## config.mk

```make
export PLATFORM = sky130hd
export DESIGN_NAME = mul_arbiter_rr
export DESIGN_NICKNAME = d
export VERILOG_FILES = /design/src/rtl/mul_arb_pkg.sv /design/src/rtl/karatsuba_multiply_32.sv /design/src/rtl/mul_arbiter_rr.sv
export SDC_FILE = /design/constraint.sdc
export NUM_CORES = 2
export LEC_CHECK = 0
export BUFFER_PORTS_ARGS = -buffer_cell sky130_fd_sc_hd__buf_4
export CAP_MARGIN = 10
export CORE_ASPECT_RATIO = 1.1
export CORE_MARGIN = 8
export CORE_UTILIZATION = 57
export CTS_CLUSTER_DIAMETER = 40
export DETAILED_ROUTE_END_ITERATION = 8
export PLACE_DENSITY_LB_ADDON = 0.05
export SETUP_SLACK_MARGIN = 0.02
export SLEW_MARGIN = 25
export SYNTH_ARGS = -nofsm -noshare
export SYNTH_HDL_FRONTEND = slang
export SYNTH_SLANG_ARGS = --single-unit
export TNS_END_PERCENT = 50
```

## constraint.sdc

```tcl
create_clock -name clk -period 6 [get_ports clk]
set_input_delay 0.3 -clock clk [delete_from_list [all_inputs] [get_ports clk]]
set_output_delay 0.3 -clock clk [all_outputs]
set_load 0.02 [all_outputs]
```

## src/rtl/mul_arb_pkg.sv

```systemverilog
// Shared constants and the tag type for the round-robin multiplier arbiter.
package mul_arb_pkg;
    localparam int MUL_LAT_DEF = 5;
    localparam int OP_W        = 32;
    localparam int PROD_W      = 64;
    // Sized for the largest supported requester count (8).
    localparam int TAG_ID_W    = 3;

    typedef struct packed {
        logic                valid;
        logic [TAG_ID_W-1:0] id;
    } mul_tag_t;
endpackage

```

## src/rtl/karatsuba_multiply_32.sv

```systemverilog
// Five-stage pipelined 32x32 unsigned Karatsuba multiplier; datapath has no reset.
module karatsuba_multiply_32
    import mul_arb_pkg::*;
(
    input  logic              clk,
    input  logic [OP_W-1:0]   a_i,
    input  logic [OP_W-1:0]   b_i,
    output logic [PROD_W-1:0] p_o
);
    logic [31:0] a1_q, b1_q;
    logic [31:0] hh2_q, ll2_q;
    logic [16:0] sa2_q, sb2_q;
    logic [31:0] hh3_q, ll3_q;
    logic [33:0] mm3_q;
    logic [31:0] hh4_q, ll4_q;
    logic [33:0] mid4_q;
    logic [63:0] p5_q;

    always_ff @(posedge clk) begin
        a1_q   <= a_i;
        b1_q   <= b_i;
        hh2_q  <= {16'd0, a1_q[31:16]} * {16'd0, b1_q[31:16]};
        ll2_q  <= {16'd0, a1_q[15:0]} * {16'd0, b1_q[15:0]};
        sa2_q  <= {1'b0, a1_q[31:16]} + {1'b0, a1_q[15:0]};
        sb2_q  <= {1'b0, b1_q[31:16]} + {1'b0, b1_q[15:0]};
        hh3_q  <= hh2_q;
        ll3_q  <= ll2_q;
        mm3_q  <= {17'd0, sa2_q} * {17'd0, sb2_q};
        hh4_q  <= hh3_q;
        ll4_q  <= ll3_q;
        // Middle term (ah+al)(bh+bl) - ah*bh - al*bl is always non-negative.
        mid4_q <= mm3_q - {2'd0, hh3_q} - {2'd0, ll3_q};
        p5_q   <= {hh4_q, ll4_q} + {14'd0, mid4_q, 16'd0};
    end

    assign p_o = p5_q;
endmodule

```

## src/rtl/mul_arbiter_rr.sv

```systemverilog
// Round-robin arbiter sharing one pipelined multiplier among NUM_REQ requesters.
// Optional per-requester grant counters are enabled by defining MUL_ARB_STATS_EN.
module mul_arbiter_rr
    import mul_arb_pkg::*;
#(
    parameter int NUM_REQ = 4,
    parameter int MUL_LAT = MUL_LAT_DEF
) (
    input  logic                    clk,
    input  logic                    rst_n,
    input  logic                    arb_en,
    input  logic [NUM_REQ-1:0]      req_valid,
    input  logic [NUM_REQ*OP_W-1:0] req_x,
    input  logic [NUM_REQ*OP_W-1:0] req_y,
    output logic [NUM_REQ-1:0]      req_ready,
    output logic [NUM_REQ-1:0]      resp_valid,
    output logic [PROD_W-1:0]       resp_product,
    output logic                    busy
`ifdef MUL_ARB_STATS_EN
    ,
    output logic [NUM_REQ*32-1:0]   grant_cnt
`endif
);
    localparam int PTR_W = $clog2(NUM_REQ);

    logic [PTR_W-1:0]  ptr_q, ptr_d;
    logic [NUM_REQ-1:0] grant_oh;
    logic [PTR_W-1:0]  grant_id;
    logic [PTR_W:0]    cand;
    logic              accept;
    logic [OP_W-1:0]   mul_x, mul_y;
    logic [PROD_W-1:0] mul_p;
    mul_tag_t          tag_q [MUL_LAT];
    mul_tag_t          tail;

    always_comb begin
        grant_oh = '0;
        grant_id = '0;
        cand     = '0;
        for (int k = 0; k < NUM_REQ; k++) begin
            cand = {1'b0, ptr_q} + (PTR_W+1)'(k);
            if (cand >= (PTR_W+1)'(NUM_REQ))
                cand = cand - (PTR_W+1)'(NUM_REQ);
            if (arb_en && (grant_oh == '0) && req_valid[cand[PTR_W-1:0]]) begin
                grant_oh[cand[PTR_W-1:0]] = 1'b1;
                grant_id                  = cand[PTR_W-1:0];
            end
        end
    end

    assign accept    = |grant_oh;
    assign req_ready = grant_oh;

    always_comb begin
        ptr_d = ptr_q;
        if (accept)
            ptr_d = (grant_id == PTR_W'(NUM_REQ-1)) ? '0 : grant_id + PTR_W'(1);
    end

    always_ff @(posedge clk or negedge rst_n) begin
        if (!rst_n) ptr_q <= '0;
        else        ptr_q <= ptr_d;
    end

    // One-hot grant makes an AND-OR mux; idle cycles feed zeros.
    always_comb begin
        mul_x = '0;
        mul_y = '0;
        for (int i = 0; i < NUM_REQ; i++) begin
            mul_x = mul_x | (req_x[i*OP_W +: OP_W] & {OP_W{grant_oh[i]}});
            mul_y = mul_y | (req_y[i*OP_W +: OP_W] & {OP_W{grant_oh[i]}});
        end
    end

    karatsuba_multiply_32 u_mul (
        .clk (clk),
        .a_i (mul_x),
        .b_i (mul_y),
        .p_o (mul_p)
    );

    generate
        for (genvar gi = 0; gi < MUL_LAT; gi++) begin : g_tag
            always_ff @(posedge clk or negedge rst_n) begin
                if (!rst_n) begin
                    tag_q[gi] <= '0;
                end else if (gi == 0) begin
                    tag_q[gi].valid <= accept;
                    tag_q[gi].id    <= TAG_ID_W'(grant_id);
                end else begin
                    tag_q[gi] <= tag_q[(gi == 0) ? 0 : gi-1];
                end
            end
        end
    endgenerate

    always_comb begin
        busy = 1'b0;
        for (int s = 0; s < MUL_LAT; s++)
            busy = busy | tag_q[s].valid;
    end

    assign tail = tag_q[MUL_LAT-1];

    always_comb begin
        resp_valid = '0;
        for (int i = 0; i < NUM_REQ; i++)
            resp_valid[i] = tail.valid && (tail.id == TAG_ID_W'(i));
    end

    assign resp_product = tail.valid ? mul_p : '0;

`ifdef MUL_ARB_STATS_EN
    logic [31:0] cnt_q [NUM_REQ];

    generate
        for (genvar gi = 0; gi < NUM_REQ; gi++) begin : g_cnt
            always_ff @(posedge clk or negedge rst_n) begin
                if (!rst_n)           cnt_q[gi] <= '0;
                else if (grant_oh[gi]) cnt_q[gi] <= cnt_q[gi] + 32'd1;
            end
            assign grant_cnt[gi*32 +: 32] = cnt_q[gi];
        end
    endgenerate
`endif
endmodule

```

After elaboration in Yosys (flattened, before gate mapping) --
Index checks and enable logic that the tools add are counted.
Word-level totals: register bits after elaboration 439, output and inout bits 73, logic and storage cells 127
Cells by class: add/subtract/negate cells 13, $mul 3, magnitude comparators 12, eq/ne operators 4, muxes and demuxes 30, bitwise operators 21, reductions and logical operators 20
Operators with widths (count):
- $and 32x32->32 | 8
- $or 32x32->32 | 6
- $sub 34x32->34 | 2
- $add 64x50->64 | 1
- $mul 16x16->32 | 2
- $mux 64 | 1
- $add 16x16->17 | 2
- $mul 17x17->34 | 1
- $mux 2 | 9
- $mux 4 | 4
- $logic_and 1x1->1 | 15
- $logic_not 4->1 | 3
- $lt 2x3->1 const B | 4
- $or 4x4->4 | 3
- $ge 3x3->1 const B | 3
- $bmux 1 s2 | 4
- $demux 1 s2 | 4
- $ge 2x1->1 const B | 4
- $mux 1 | 8
- $sub 2x1->2 const B | 4
- $add 2x2->3 const B | 2
- $eq 2x2->1 const B | 3
- $or 1x1->1 | 4
- $reduce_or 4->1 | 1
- 5 further kinds | 5

Logic depth before layout (Yosys ltp) --
word-level depth 23, mapped depth 25, mapped depth without buffers 24

Cells and area by module --
From an unflattened synthesis, not the netlist that was laid out.
Unflattened totals: cell total of the unflattened synthesis 4627, area, all modules 43384.1 um2
By module, submodules not included:
- karatsuba_multiply_32 | times used 1, cells each 4227, area each 40567.7 um2, sequential area each 8448.1 um2
- mul_arbiter_rr | times used 1, cells each 400, area each 2816.5 um2, sequential area each 425.4 um2

Worst setup path before layout --
OpenSTA, ideal clock, no wires.
kind register to register, from reg u_mul.sb2_q[8], to reg u_mul.mm3_q[32], library setup time 0.138 ns, arrival 6.110 ns, data required time 5.862 ns, slack -0.248 ns, stages on the path, launching flop included 23, clock period less this slack 6.248 ns, cells stage by stage dfxtp_1 > clkbuf_1 > clkbuf_1 > nand2_1 > fa_1 > inv_1 > fa_1 > inv_1 > fa_1 > inv_1 > fa_1 > fa_1 > inv_1 > fa_1 > inv_1 > ha_1 > a211oi_1 > nand2_1 > o21ai_0 > o22ai_1 > o41ai_1 > o311ai_0 > xor2_1
Between the ends: word-level cells in the longest chain between the ends 1
RTL lines:
- start, declared | RTL line karatsuba_multiply_32.sv:12 | logic [16:0] sa2_q, sb2_q;
- start signal, assigned | RTL line karatsuba_multiply_32.sv:25 | sb2_q <= {1'b0, b1_q[31:16]} + {1'b0, b1_q[15:0]};
- $mul 17x17->34 | RTL line karatsuba_multiply_32.sv:28 | mm3_q <= {17'd0, sa2_q} * {17'd0, sb2_q};
- end signal, assigned | RTL line karatsuba_multiply_32.sv:28
- end, declared | RTL line karatsuba_multiply_32.sv:14 | logic [33:0] mm3_q;
No other way between the ends. A chain may end at the register's enable or synchronous reset.

Worst setup path in the final report --
from reg u_mul.b1_q[14], to reg u_mul.ll2_q[31]
Between the ends: word-level cells in the longest chain between the ends 1
RTL lines:
- start, declared | RTL line karatsuba_multiply_32.sv:10 | logic [31:0] a1_q, b1_q;
- start signal, assigned | RTL line karatsuba_multiply_32.sv:21 | b1_q <= b_i;
- $mul 16x16->32 | RTL line karatsuba_multiply_32.sv:23 | ll2_q <= {16'd0, a1_q[15:0]} * {16'd0, b1_q[15:0]};
- end signal, assigned | RTL line karatsuba_multiply_32.sv:23
- end, declared | RTL line karatsuba_multiply_32.sv:11 | logic [31:0] hh2_q, ll2_q;
No other way between the ends.

==> flow_metrics.py <==
metrics = {
    "sta": {
        "skew_ns": 0.03195,
        "finalHoldViolations": 0,
        "fmax_mhz": 170.0,
        "setup_viol": 0,
        "tightestPinTransition_ns": 0.8493,
        "setup_tns_ns": 0,
        "slew_viol_final": 0,
        "slew_headroom_pct": 43.38,
        "period_minus_slack_ns": 5.882,
        "fin_crit_sh_pct": 98.03,
        "rsz0062_at_grt": "yes",
        "worst_slack_ns": 0.1185,
    },
    "setup_path": {
        "cp-endpoint": "u_mul.ll2_q[31]",
        "worstPathArrival_ns": 6.43,
        "worstPathCellList": "buf_4, and2_1, fa_1, fa_1, fa_1, fa_1, fa_1, ha_1, ha_1, a21o_1, a21o_1, a21o_1, a21oi_1, o21ai_1, a221o_1, o31ai_2, nand2b_1, a21oi_2, xnor2_1",
        "path_delay_family": "adder cells",
        "path_class": "flip-flop to flip-flop",
        "worstSetupStartpointType": "flip-flop",
        "cp_max_fo": 11,
        "cp.depth": 19,
        "required_ns": 6.54,
        "path_buf_inv": 1,
        "end_kind": "flip-flop",
        "startpoint": "u_mul.b1_q[14]",
        "rr_worst_depth": 19,
        "cp_common_cell": "fa_1",
        "cp_slowest_stage_delay_ns": 0.56,
        "reg2reg_to": "u_mul.ll2_q[31]",
        "r2r_slack_ns": 0.12,
        "rr_startpoint": "u_mul.b1_q[14]",
        "crit_slowest_cell": "fa_1",
    },
    "grt": {
        "grt_pass1_vias": 35360,
        "track_usage_pct": 28.06,
        "grt_pass1_wl_mm": 187.8,
        "gr-total-overflow": 0,
        "grt_max_degree": 70,
        "antenna_found_initial": 2,
    },
    "clocking": {
        "clk_path_buf_depth": 3,
        "clk_pin_slew_ns": 0.06,
        "cts_buffers": 70,
        "cts_tree": "built",
        "htree_levels": 3,
        "cts.sinks": 439,
        "clkLatencyLatePin_ns": 0.62,
        "cts-root-buf": "clkbuf_16",
    },
    "detailed_routing": {
        "post_drt_wl_per_cell_um": 18.76,
        "drc": 0,
        "via_per_inst": 5.311,
        "drtIter0Drc": 1889,
        "vias": 33450,
        "ant_nets": 0,
        "drtPass1Iterations": 5,
        "routed_wl_mm": 118.1,
    },
    "yosys": {
        "synth_edf_count": 0,
        "syn_nets": 5876,
        "yosysUniqueCellTypes": 68,
        "ys_warn_count": 0,
        "avgSynthCellArea_um2": 9.434,
        "syn_area_um2": 42840,
        "synthArstFlopShare_pct": 3.872,
        "ys_seq_elements": 439,
        "syn_inst": 4541,
        "ys.flop_type": "dfxtp_1",
        "synth_seq_area_share_pct": 20.71,
    },
    "floorplan": {
        "die_w_um": 277.4,
        "dieArea_um2": 84200,
        "start_util_pct": 57.51,
        "coreArea_um2": 74490,
        "die_y_um": 303.5,
        "core.rowCount": 105,
        "ioPinCount": 336,
    },
    "place": {
        "place_ws_ns": -0.06016,
        "gp_congestion": 0.9818,
        "dpl.cell_count": 5997,
        "portBuffers": 335,
        "dpl.hpwl_mm": 99.21,
    },
    "job": {
        "cap_violations": 0,
    },
    "hold_path": {
        "hold_path.class": "input port to flip-flop",
    },
    "final_layout": {
        "syn2layout_area_growth_pct": 23.99,
        "fin_cells": 6298,
        "fillers": 5655,
        "drive_gt1_share_pct": 17.53,
        "diodes": 0,
        "nets": 6614,
    },
    "status": {
        "status": "completed",
    },
}
how the worst min path moves through the flow:
stage / start / endpoint / slack (ns) / cells past startpoint
2_1_floorplan: rst_n / async pin / 0.004 / 0
3_3_place_gp: rst_n / async pin / 0.19 / 1
3_5_place_dp: rst_n / async pin / 0.19 / 1
4_1_cts: req_x[17] / u_mul.a1_q[17] / 0.001 / 3
5_1_grt: req_x[17] / u_mul.a1_q[17] / 0.008 / 3
6_report: req_y[79] / u_mul.b1_q[15] / 0.02 / 3
sequential cells by signal (all words and copies together) (netlist names), 17 cells and up, named ones only:
| register | count |
|---|---|
| u_mul.p_o | 64 |
| u_mul.a1_q | 32 |
| u_mul.b1_q | 32 |
| u_mul.hh2_q | 32 |
| u_mul.ll4_q | 32 |
| u_mul.hh4_q | 32 |
| u_mul.sa2_q | 17 |
| u_mul.ll2_q | 32 |
| u_mul.sb2_q | 17 |
| u_mul.mid4_q | 34 |
| u_mul.mm3_q | 34 |
| u_mul.ll3_q | 32 |
| u_mul.hh3_q | 32 |
kinds of logic (layout without fill, tap and decap cells):
family          count (synthesis)  count (layout)  share of synthesized area [%]
simple gates                 1303            1303                          14.98
fa+ha+maj                    1072            1072                          42.65
buf+inv                       963            1757                          8.511
compound gates                578             578                          9.212
flops                         439             439                          20.71
xor+xnor                      180             180                          3.680
mux                             6               6                         0.2570
stage by stage:
stage	instance area, um^2	hold WS, ns	utilization (%)
global route	53120	0.007882	71.31
floorplan	42850	0.004409	-
detailed placement	48430	0.1889	65.01
finish	53120	0.01548	71.31
CTS	52500	0.001051	70.48
global placement	48420	0.1856	65.00
per-layer routing:
metal	wire length, um	vias up	track usage, %
li1	-	15750	-
met1	48510	16240	34.41
met2	54910	1196	47.35
met3	8252	266	5.359
met4	6437	2	14.16
met5	13	-	0
tightest hold or removal path, cell delays in order:
cell and delay, ns:
buf_4 0.08, a22oi_1 0.06, nand2_1 0.14
cell usage in the layout (no fill, tap or decap), types with 45 or more instances in the layout:
cell type      count
fa_1             634
a21oi_1          119
xnor2_1          132
clkbuf_16         70
dfxtp_1          358
nor2_1           103
inv_1            809
xor2_1            47
buf_4            631
dlygate4sd3_1    159
a22oi_1          130
nand2_1          577
a21o_1            73
ha_1             418
o21ai_0           45
and2_1           438
dfxtp_2           45
repair_timing:
action                                  4_1_cts  5_1_grt
buffers inserted                              0       15
endpoints found under the hold margin        74        0
endpoints found under the setup margin       11       58
gates resized for setup                      17      167
gates cloned                                  0        0
hold buffers                                159        0
pin swaps                                     2       60
final cells by class:
| class | instances | area (um^2) | share of cell area [%] |
|---|---|---|---|
| multi-input combinational | 3139 | 30700 | 57.80 |
| sequential | 439 | 9002 | 16.95 |
| timing repair buffer | 813 | 6688 | 12.59 |
| inverter | 816 | 3063 | 5.766 |
| clock buffer | 78 | 1822 | 3.430 |
| tap | 963 | 1205 | 2.268 |
| clock inverter | 50 | 638.1 | 1.201 |
cell usage after synthesis, types with 55 or more instances:
library cell    n  area share (%)
a21o_1         74             1.3
a21oi_1       131             1.5
a22oi_1       130             2.3
and2_1        441             6.4
clkbuf_1      125             1.1
dfxtp_1       422              20
fa_1          647              30
ha_1          425              12
inv_1         816             7.1
nand2_1       578             5.1
nor2_1        104            0.91
o21ai_0        55            0.64
xnor2_1       133             2.7
Power is left out: the tool's default activity adds up to more than one toggle a clock period on the data nets, which glitch-free logic cannot reach.
